[config.mk]
export PLATFORM = sky130hd
export DESIGN_NAME = mem_request_unit
export DESIGN_NICKNAME = d
export VERILOG_FILES = /design/src/rtl/mem_request_unit.sv
export SDC_FILE = /design/constraint.sdc
export NUM_CORES = 1
export LEC_CHECK = 0
export ABC_AREA = 1
export CAP_MARGIN = 25
export CORE_AREA = 2 2 106 108
export DETAILED_ROUTE_END_ITERATION = 10
export DIE_AREA = 0 0 108 110
export GPL_TIMING_DRIVEN = 0
export PLACE_DENSITY = 0.79
export SYNTH_ARGS = -nofsm -noshare
export SYNTH_HDL_FRONTEND = slang
export SYNTH_SLANG_ARGS = --single-unit
[constraint.sdc]
create_clock -name clk_i -period 5.9 [get_ports clk_i]
set_clock_uncertainty 0.15 [all_clocks]
set_input_delay 1.77 -clock clk_i [delete_from_list [all_inputs] [get_ports clk_i]]
set_output_delay 1.77 -clock clk_i [all_outputs]
set_load 0.01 [all_outputs]
[src/rtl/mem_request_unit.sv]
// Sequences instruction fetch and data access requests against the I/D cache hit handshake,
// retiring each instruction with a one-cycle pc_en, plus a sticky halt and a watchdog timeout.
//
// state    | meaning
// ---------+---------------------------------------------------------
// S_IFETCH | fetch request out, waiting for ihit
// S_DATA   | load/store request held stable, waiting for dhit
// S_HALTED | HALT retired, all requests idle until reset
// S_ERROR  | watchdog expired, all requests idle until reset
module mem_request_unit #(
    parameter int WORD_W  = 32,
    parameter int TIMEOUT = 255
) (
    input  logic              clk_i,
    input  logic              rst_i,
    input  logic              mem_ren_i,
    input  logic              mem_wen_i,
    input  logic              halt_i,
    input  logic [WORD_W-1:0] alu_addr_i,
    input  logic [WORD_W-1:0] store_data_i,
    input  logic              ihit_i,
    input  logic              dhit_i,
    input  logic [WORD_W-1:0] dload_i,
    output logic              imem_ren_o,
    output logic              dmem_ren_o,
    output logic              dmem_wen_o,
    output logic [WORD_W-1:0] dmem_addr_o,
    output logic [WORD_W-1:0] dmem_store_o,
    output logic [WORD_W-1:0] ld_data_o,
    output logic              ld_valid_o,
    output logic              pc_en_o,
    output logic              halted_o,
    output logic              timeout_o
);

    localparam int CNT_W = $clog2(TIMEOUT + 1);

    localparam logic [1:0] S_IFETCH = 2'd0;
    localparam logic [1:0] S_DATA   = 2'd1;
    localparam logic [1:0] S_HALTED = 2'd2;
    localparam logic [1:0] S_ERROR  = 2'd3;

    logic [1:0]        state_q, state_d;
    logic [CNT_W-1:0]  cnt_q, cnt_d;
    logic [WORD_W-1:0] addr_q, store_q, ld_data_q;
    logic              is_wr_q, ld_valid_q;
    logic              pc_en, latch, ld_capture, hit, waiting;

    always_comb begin
        state_d    = state_q;
        cnt_d      = '0;
        pc_en      = 1'b0;
        latch      = 1'b0;
        ld_capture = 1'b0;
        hit        = 1'b0;
        waiting    = 1'b0;
        case (state_q)
            S_IFETCH: begin
                waiting = 1'b1;
                hit     = ihit_i;
                if (ihit_i) begin
                    if (halt_i) begin
                        state_d = S_HALTED;
                    end else if (mem_ren_i || mem_wen_i) begin
                        state_d = S_DATA;
                        latch   = 1'b1;
                    end else begin
                        pc_en = 1'b1;
                    end
                end
            end
            S_DATA: begin
                waiting = 1'b1;
                hit     = dhit_i;
                if (dhit_i) begin
                    pc_en      = 1'b1;
                    ld_capture = ~is_wr_q;
                    state_d    = S_IFETCH;
                end
            end
            default: ;
        endcase

        // Count waiting cycles; the TIMEOUT-th one without a hit trips the watchdog.
        if (waiting && !hit) begin
            if (cnt_q == CNT_W'(TIMEOUT - 1)) begin
                state_d = S_ERROR;
            end else begin
                cnt_d = cnt_q + CNT_W'(1);
            end
        end
    end

    always_ff @(posedge clk_i or posedge rst_i) begin
        if (rst_i) begin
            state_q    <= S_IFETCH;
            cnt_q      <= '0;
            addr_q     <= '0;
            store_q    <= '0;
            is_wr_q    <= 1'b0;
            ld_data_q  <= '0;
            ld_valid_q <= 1'b0;
        end else begin
            state_q    <= state_d;
            cnt_q      <= cnt_d;
            ld_valid_q <= ld_capture;
            if (latch) begin
                addr_q  <= alu_addr_i;
                store_q <= store_data_i;
                is_wr_q <= mem_wen_i;
            end
            if (ld_capture) begin
                ld_data_q <= dload_i;
            end
        end
    end

    // Store wins when both type bits are set, so read is only the absence of write.
    assign imem_ren_o   = (state_q == S_IFETCH);
    assign dmem_ren_o   = (state_q == S_DATA) && !is_wr_q;
    assign dmem_wen_o   = (state_q == S_DATA) && is_wr_q;
    assign dmem_addr_o  = addr_q;
    assign dmem_store_o = store_q;
    assign ld_data_o    = ld_data_q;
    assign ld_valid_o   = ld_valid_q;
    assign pc_en_o      = pc_en;
    assign halted_o     = (state_q == S_HALTED);
    assign timeout_o    = (state_q == S_ERROR);

endmodule

==> results of run 1 <==
[synthesized netlist by cell type]
| cell type | instances |
|---|---|
| a21boi_0 | 1 |
| a21oi_1 | 3 |
| a31o_2 | 1 |
| buf_2 | 14 |
| buf_4 | 2 |
| buf_6 | 3 |
| dfrtp_1 | 108 |
| ha_1 | 2 |
| inv_1 | 10 |
| inv_2 | 1 |
| nand2_1 | 305 |
| nand2b_1 | 1 |
| nand3_1 | 6 |
| nand3b_1 | 1 |
| nor2_1 | 17 |
| nor2_2 | 2 |
| nor3_2 | 1 |
| o21ai_0 | 2 |
| o21bai_1 | 1 |
| xnor2_1 | 1 |
| xor2_1 | 2 |
[metal layers]
layer | vias up | part of all wire (%) | track usage, %
met3 | 25 | 6.9 | 5.056
met1 | 1811 | 41 | 22.92
met4 | 0 | 2.9 | 9.066
li1 | 1893 | - | -
met2 | 138 | 49 | 34.91
met5 | - | 0 | 0
[power groups by stage]
stage | Sequential, uW | Combinational, uW | Clock [uW]
CTS | 1210 | 1250 | 422
finish | 1210 | 1230 | 406
detailed placement | 1220 | 1240 | 0
floorplan | 1350 | 306 | 0
global placement | 1210 | 1210 | 0
global route | 1250 | 1340 | 453
[layout make-up]
| class | count | area (um2) |
|---|---|---|
| Timing Repair Buffer | 206 | 2079 |
| Tap cell | 140 | 175.2 |
| Fill cell | 912 | 4034 |
| Clock buffer | 13 | 158.9 |
| Multi-Input combinational cell | 346 | 1375 |
| Sequential cell | 108 | 2703 |
| Clock inverter | 2 | 10.01 |
| Inverter | 11 | 43.79 |
| Buffer | 19 | 118.9 |
[flip-flops by register name (all words and copies together) (netlist names)]
register	count
dmem_addr_o	32
ld_valid_o	1
state_q	2
ld_data_o	32
cnt_q	8
dmem_store_o	32
is_wr_q	1
[metrics by stage]
| step | hold WS, ns | instances | power [uW] | setup slack [ns] |
|---|---|---|---|---|
| final | 0.3348 | 845 | 2845 | 0.8008 |
| after detailed placement | 0.3153 | 830 | 2462 | 0.8024 |
| after CTS | 0.3403 | 845 | 2882 | 0.7921 |
| after floorplan | 0.3247 | 484 | 1659 | 1.134 |
| after global placement | 0.3100 | 829 | 2415 | -0.3488 |
| after global routing | 0.3634 | 845 | 3035 | 0.7220 |
[logic make-up (layout without fill, tap and decap cells)]
| family | Yosys count | after routing |
|---|---|---|
| buffers and inverters | 30 | 251 |
| flip-flops | 108 | 108 |
| XOR/XNOR | 3 | 3 |
| AO/OA/AOI/OAI | 8 | 8 |
| adder cells (fa/ha/maj) | 2 | 2 |
| AND/OR/NAND/NOR | 333 | 333 |
[critical path, cell delays in order]
cell and delay [ns]:
clkdlybuf4s50_1 0.45, nor2_1 0.23, a31o_2 0.18, clkdlybuf4s50_1 0.54
[worst paths after layout]
check | slack (ns) | from | endpoint | cells after the start
max in group asynchronous | 3.23 | rst_i | dmem_addr_o[21]$_DFFE_PP0P_ | 3
setup reg to reg | 4.14 | state_q[0]$_DFF_PP0_ | dmem_store_o[8]$_DFFE_PP0P_ | 7
hold / removal | 0.33 | dmem_addr_o[25]$_DFFE_PP0P_ | dmem_addr_o[25]$_DFFE_PP0P_ | 2
setup / recovery | 0.80 | mem_wen_i | pc_en_o | 4
min in group asynchronous | 1.65 | rst_i | ld_data_o[7]$_DFFE_PP0P_ | 2
hold reg to reg | 0.33 | dmem_addr_o[25]$_DFFE_PP0P_ | dmem_addr_o[25]$_DFFE_PP0P_ | 2
==> results.toml, run 1 <==
[timing]
finalHoldViolations = 0
worst_pin_slew_ns = 0.5514
period_needed_ns = 5.099
max_slew_margin_pct = 63.24
setup_tns_ns = 0
setup_violations = 0
rsz0062_at_grt = "no"
final_min_period_over_clock_period_pct = 86.43
drv_slew = 0
max_freq_mhz = 196.1

[yosys]
synth_nets = 589
ys_top_cells_by_area = "dfrtp_1 (64%), nand2_1 (27%), buf_2 (1.7%), nor2_1 (1.5%), inv_1 (0.89%)"
synth_top_area_share_pct = 63.77
synthAdderAreaFrac_pct = 0.5905
postSynthAreaPerCell_um2 = 8.756
yosys_warnings = 0
synth-xor-area-share_pct = 0.6200
synth_mux_area_share_pct = 0
seq_area_frac_synth_pct = 63.77
synth_seq_cells = 108
synth_cells = 484
synth_top_family_by_area = "simple AND/OR/NAND/NOR gates"
yosys.area_share.simple_pct = 30.09
post-synth-top-area-cell = "dfrtp_1"
syn-cell-area_um2 = 4238
yosysUniqueCellTypes = 21
synth_compound_gate_area_share_pct = 1.151

[placed_design]
gp_congestion = 0.7734
dpl_cell_area_um2 = 6495
dp_hpwl_um = 8962
portBuffers = 205

[power_and_ir_drop]
vdd.ir_drop.worst_uv = 233.5
power_density_nw_per_um2 = 426.9
p_clk_share_pct = 14.3
power_leakage_uw = 0.003299
internal-power_uw = 1924
swShare_pct = 32.39
seqPwrFrac_pct = 42.6
power_frac_comb_pct = 43.1
p_switching_uw = 921.6

[clocking]
cts_resized = 0
postCtsSetupBuffers = 0
cts_buffer_depth = 2
ctsHtreeMaxLevel = 3
cts_root_buf = "clkbuf_8"
clock-sinks = 108
cts_tree = "yes"
numCtsBuffers = 9
cts.clk_slew.worst_paths_ns = 0.08
cts_hold_buf = 0
clk_latency_ns = 0.36

[floorplanning]
die_x_um = 108
initial_utilization_pct = 39.61
io_pins = 206
core_area_um2 = 10700
die_y_um = 110
rows = 38
die_area_um2 = 11880

[grt]
antenna_found_initial = 0
gr-total-overflow = 0
grt_max_degree = 65
first_global_vias = 3918
grt_pass1_wl_um = 18350
grt_usage_pct = 19.87

[critical_path]
worstPathRequired_ns = 3.98
worst-setup-path-type = "input port to output pin"
critical_path_arrival_ns = 3.18
worstSetupStartpointType = "input port"
critPathMaxFanout = 3
critPathCaptureType = "output pin"

[routing]
drtIter0Drc = 305
firstDrtPassIters = 4
avgViaCountPerCell = 4.576
routed-via-count = 3867
remaining_drc_errors = 0
wl_per_cell_um = 13.86
ant_nets = 0
wirelength_um = 11710

[cells_and_area]
final_util_pct = 62.29
antennaDiodeCount = 0
final_area_um2 = 6664
fin_nets = 806
final_cell_mix = "nand2_1 (305), clkdlybuf4s50_1 (205), dfrtp_1 (108)"
syn2layout_area_growth_pct = 57.25
drive_above_1_share_pct = 5.532
final_common_cell = "nand2_1"

[run]
maxCapViolCount = 0

[hold_path]
worst_hold_path_type = "flop to flop"

[status]
outcome = "complete, no violations"
No activity file was read; power rests on OpenSTA's default activity.
==> run 2, diff against run 1 <==
--- a/config.mk
+++ b/config.mk
@@ -6,6 +6,7 @@
 export NUM_CORES = 1
 export LEC_CHECK = 0
 export ABC_AREA = 1
+export ABC_CLOCK_PERIOD_IN_PS = 4900
 export CAP_MARGIN = 25
 export CORE_AREA = 2 2 106 108
 export DETAILED_ROUTE_END_ITERATION = 10
==> constraint.sdc (replaced) <==
create_clock -name clk_i -period 4.9 [get_ports clk_i]
set_clock_uncertainty 0.15 [all_clocks]
set_input_delay 1.47 -clock clk_i [delete_from_list [all_inputs] [get_ports clk_i]]
set_output_delay 1.47 -clock clk_i [all_outputs]
set_load 0.01 [all_outputs]
==> results of run 2 <==
Same layout as run 1 (identical final DEF). Status: complete, no violations.
Among the figures that moved: setup slack after placement 0.8024 ns -> 0.4024 ns; setup slack after layout 0.8008 ns -> 0.4008 ns; register-to-register setup slack 4.14 ns -> 3.14 ns; total power 2845 uW -> 3426 uW; worst IR drop on VDD 233.5 uV -> 281.2 uV
==> run 3, diff against run 2 <==
--- a/config.mk
+++ b/config.mk
@@ -8,11 +8,11 @@
 export ABC_AREA = 1
 export ABC_CLOCK_PERIOD_IN_PS = 4900
 export CAP_MARGIN = 25
-export CORE_AREA = 2 2 106 108
+export CORE_AREA = 2 2 105 107
 export DETAILED_ROUTE_END_ITERATION = 10
-export DIE_AREA = 0 0 108 110
+export DIE_AREA = 0 0 107 109
 export GPL_TIMING_DRIVEN = 0
-export PLACE_DENSITY = 0.79
+export PLACE_DENSITY = 0.8
 export SYNTH_ARGS = -nofsm -noshare
 export SYNTH_HDL_FRONTEND = slang
 export SYNTH_SLANG_ARGS = --single-unit
==> run 3 against run 2 <==
Against the previous run: first-iteration DRC count is 41% lower; wire length down 2.7%; non-clock buffer count is the same; flip-flop and latch count unchanged; maximum frequency barely moved; die area down 1.8%; hold slack better by 0.0013 ns; clock power is 11% higher; total power rose by 1.5%; count of clock-buffer cells in the layout down 2; design area rose by 0.47%; critical path type unchanged.
==> results.toml, run 3 (synthesized netlist as in run 1, its figures left out) <==
[status]
outcome = "complete, no violations"

[timing]
setup_ws_ns = 0.4019
finalHoldViolations = 0
final_min_period_over_clock_period_pct = 91.80
max_slew_margin_pct = 54.70
period_needed_ns = 4.498
setup_violations = 0
rsz0062_at_grt = "no"
drv_slew = 0
worst_pin_slew_ns = 0.6796
max_freq_mhz = 222.3

[placed_design]
dp_hpwl_um = 8633
dp.cells = 830
portBuffers = 205
dp_slack_ns = 0.3891
dpl_cell_area_um2 = 6495
gp_congestion = 0.7487

[cells_and_area]
drive_above_1_share_pct = 5.816
syn2layout_area_growth_pct = 57.99
antennaDiodeCount = 0
finalNonFillerCells = 845
fin_nets = 806
nFillCells = 867
final_common_cell = "nand2_1"
final_area_um2 = 6695
final_cell_mix = "nand2_1 (305), clkdlybuf4s50_1 (205), dfrtp_1 (108)"

[floorplanning]
initial_utilization_pct = 39.97
die_area_um2 = 11660
rows = 38
io_pins = 206
die_y_um = 109
core_area_um2 = 10600
die_x_um = 107

[clocking]
cts_buffer_depth = 2
clock-sinks = 108
cts_hold_buf = 0
cts_tree = "yes"
postCtsSetupBuffers = 0
clk_latency_ns = 0.36
numCtsBuffers = 9
cts_root_buf = "clkbuf_8"
ctsHtreeMaxLevel = 3
cts_resized = 0
cts.clk_slew.worst_paths_ns = 0.10

[critical_path]
critPathMaxFanout = 3
crit_path_cell_trace = "clkdlybuf4s50_1 -> nor2_1 -> a31o_2 -> clkdlybuf4s50_1"
crit_start = "mem_wen_i"
critPathBufInv = 2
r2r_cells = 7
cpMaxStageDelayCell = "clkdlybuf4s50_1"
critical_path.top_delay_family = "buffers and inverters"
worst-setup-path-type = "input port to output pin"
cpPeakStageDelay_ns = 0.55
cpMostUsedCell = "clkdlybuf4s50_1"
reg2reg_setup_slack_ns = 3.13
worstSetupPathDepth = 4
crit_path_end = "pc_en_o"
worstPathRequired_ns = 3.28
critical_path_arrival_ns = 2.88
critPathCaptureType = "output pin"
worstSetupStartpointType = "input port"
r2r_end = "dmem_store_o[5]$_DFFE_PP0P_"
reg2reg_from = "state_q[0]$_DFF_PP0_"

[routing]
routed-via-count = 3794
drtIter0Drc = 180
firstDrtPassIters = 4
avgViaCountPerCell = 4.490
wl_per_cell_um = 13.49
wirelength_um = 11400
ant_nets = 0
remaining_drc_errors = 0

[grt]
grt_pass1_wl_um = 18110
gr-total-overflow = 0
first_global_vias = 3770
antenna_found_initial = 0
grt_usage_pct = 19.70
grt_max_degree = 56

[hold_path]
worst_hold_path_type = "flop to flop"

[power_and_ir_drop]
power_density_nw_per_um2 = 519.5
vdd.ir_drop.worst_uv = 273.7
power_leakage_uw = 0.003315

[run]
maxCapViolCount = 0
run 3: changes by cell type in the layout (fill, tap and decap cells not counted), sizes merged:
cell / before / now
bufinv: 0 / 1
clkbuf: 13 / 11
clkinv: 2 / 3
run 3: where the power goes:
group / switching [uW] / internal, uW
Combinational: 621 / 852
Clock: 283 / 261
Sequential: 207 / 1250
Total: 1110 / 2370
run 3: routing by layer:
layer | share of wire [%] | track usage (%) | vias to the layer above
met1 | 41 | 24.12 | 1766
met2 | 50 | 34.58 | 129
met4 | 0.76 | 4.453 | 0
met5 | 0 | 0 | -
li1 | - | - | 1892
met3 | 7.9 | 5.858 | 7
run 3: area by class of cell:
cell class	instances	area, um2	area share [%]
Sequential cell	108	2703	40.37
Timing Repair Buffer	206	2079	31.06
Inverter	11	43.79	0.6541
Buffer	19	118.9	1.775
Multi-Input combinational cell	346	1375	20.54
Clock inverter	4	48.80	0.7288
Clock buffer	11	151.4	2.261
Tap cell	140	175.2	2.616
run 3: worst min-delay path by stage:
stage | depth (start not counted) | slack (ns) | startpoint | to
6_report | 2 | 0.34 | ld_data_o[8]$_DFFE_PP0P_ | ld_data_o[8]$_DFFE_PP0P_
5_1_grt | 2 | 0.36 | dmem_store_o[28]$_DFFE_PP0P_ | dmem_store_o[28]$_DFFE_PP0P_
4_1_cts | 2 | 0.34 | dmem_store_o[17]$_DFFE_PP0P_ | dmem_store_o[17]$_DFFE_PP0P_
3_5_place_dp | 2 | 0.31 | dmem_store_o[17]$_DFFE_PP0P_ | dmem_store_o[17]$_DFFE_PP0P_
3_3_place_gp | 2 | 0.31 | dmem_addr_o[14]$_DFFE_PP0P_ | dmem_addr_o[14]$_DFFE_PP0P_
2_1_floorplan | 1 | 0.32 | cnt_q[0]$_DFF_PP0_ | cnt_q[0]$_DFF_PP0_
run 3: worst min-delay path, delay by kind of cell (launching register included):
family | cells | cell delay, ns
DFF | 1 | 0.35
and+or+nand+nor | 2 | 0.10
run 3: through the flow:
stage	hold WS, ns	total power (uW)	util, %	setup TNS (ns)
3_5_place_dp	0.3137	2961	61.26	0
6_report	0.3361	3478	63.15	0
2_1_floorplan	0.3247	1998	-	0
3_3_place_gp	0.3122	2909	60.97	-111.57
5_1_grt	0.3560	3707	63.15	0
4_1_cts	0.3384	3515	63.15	0
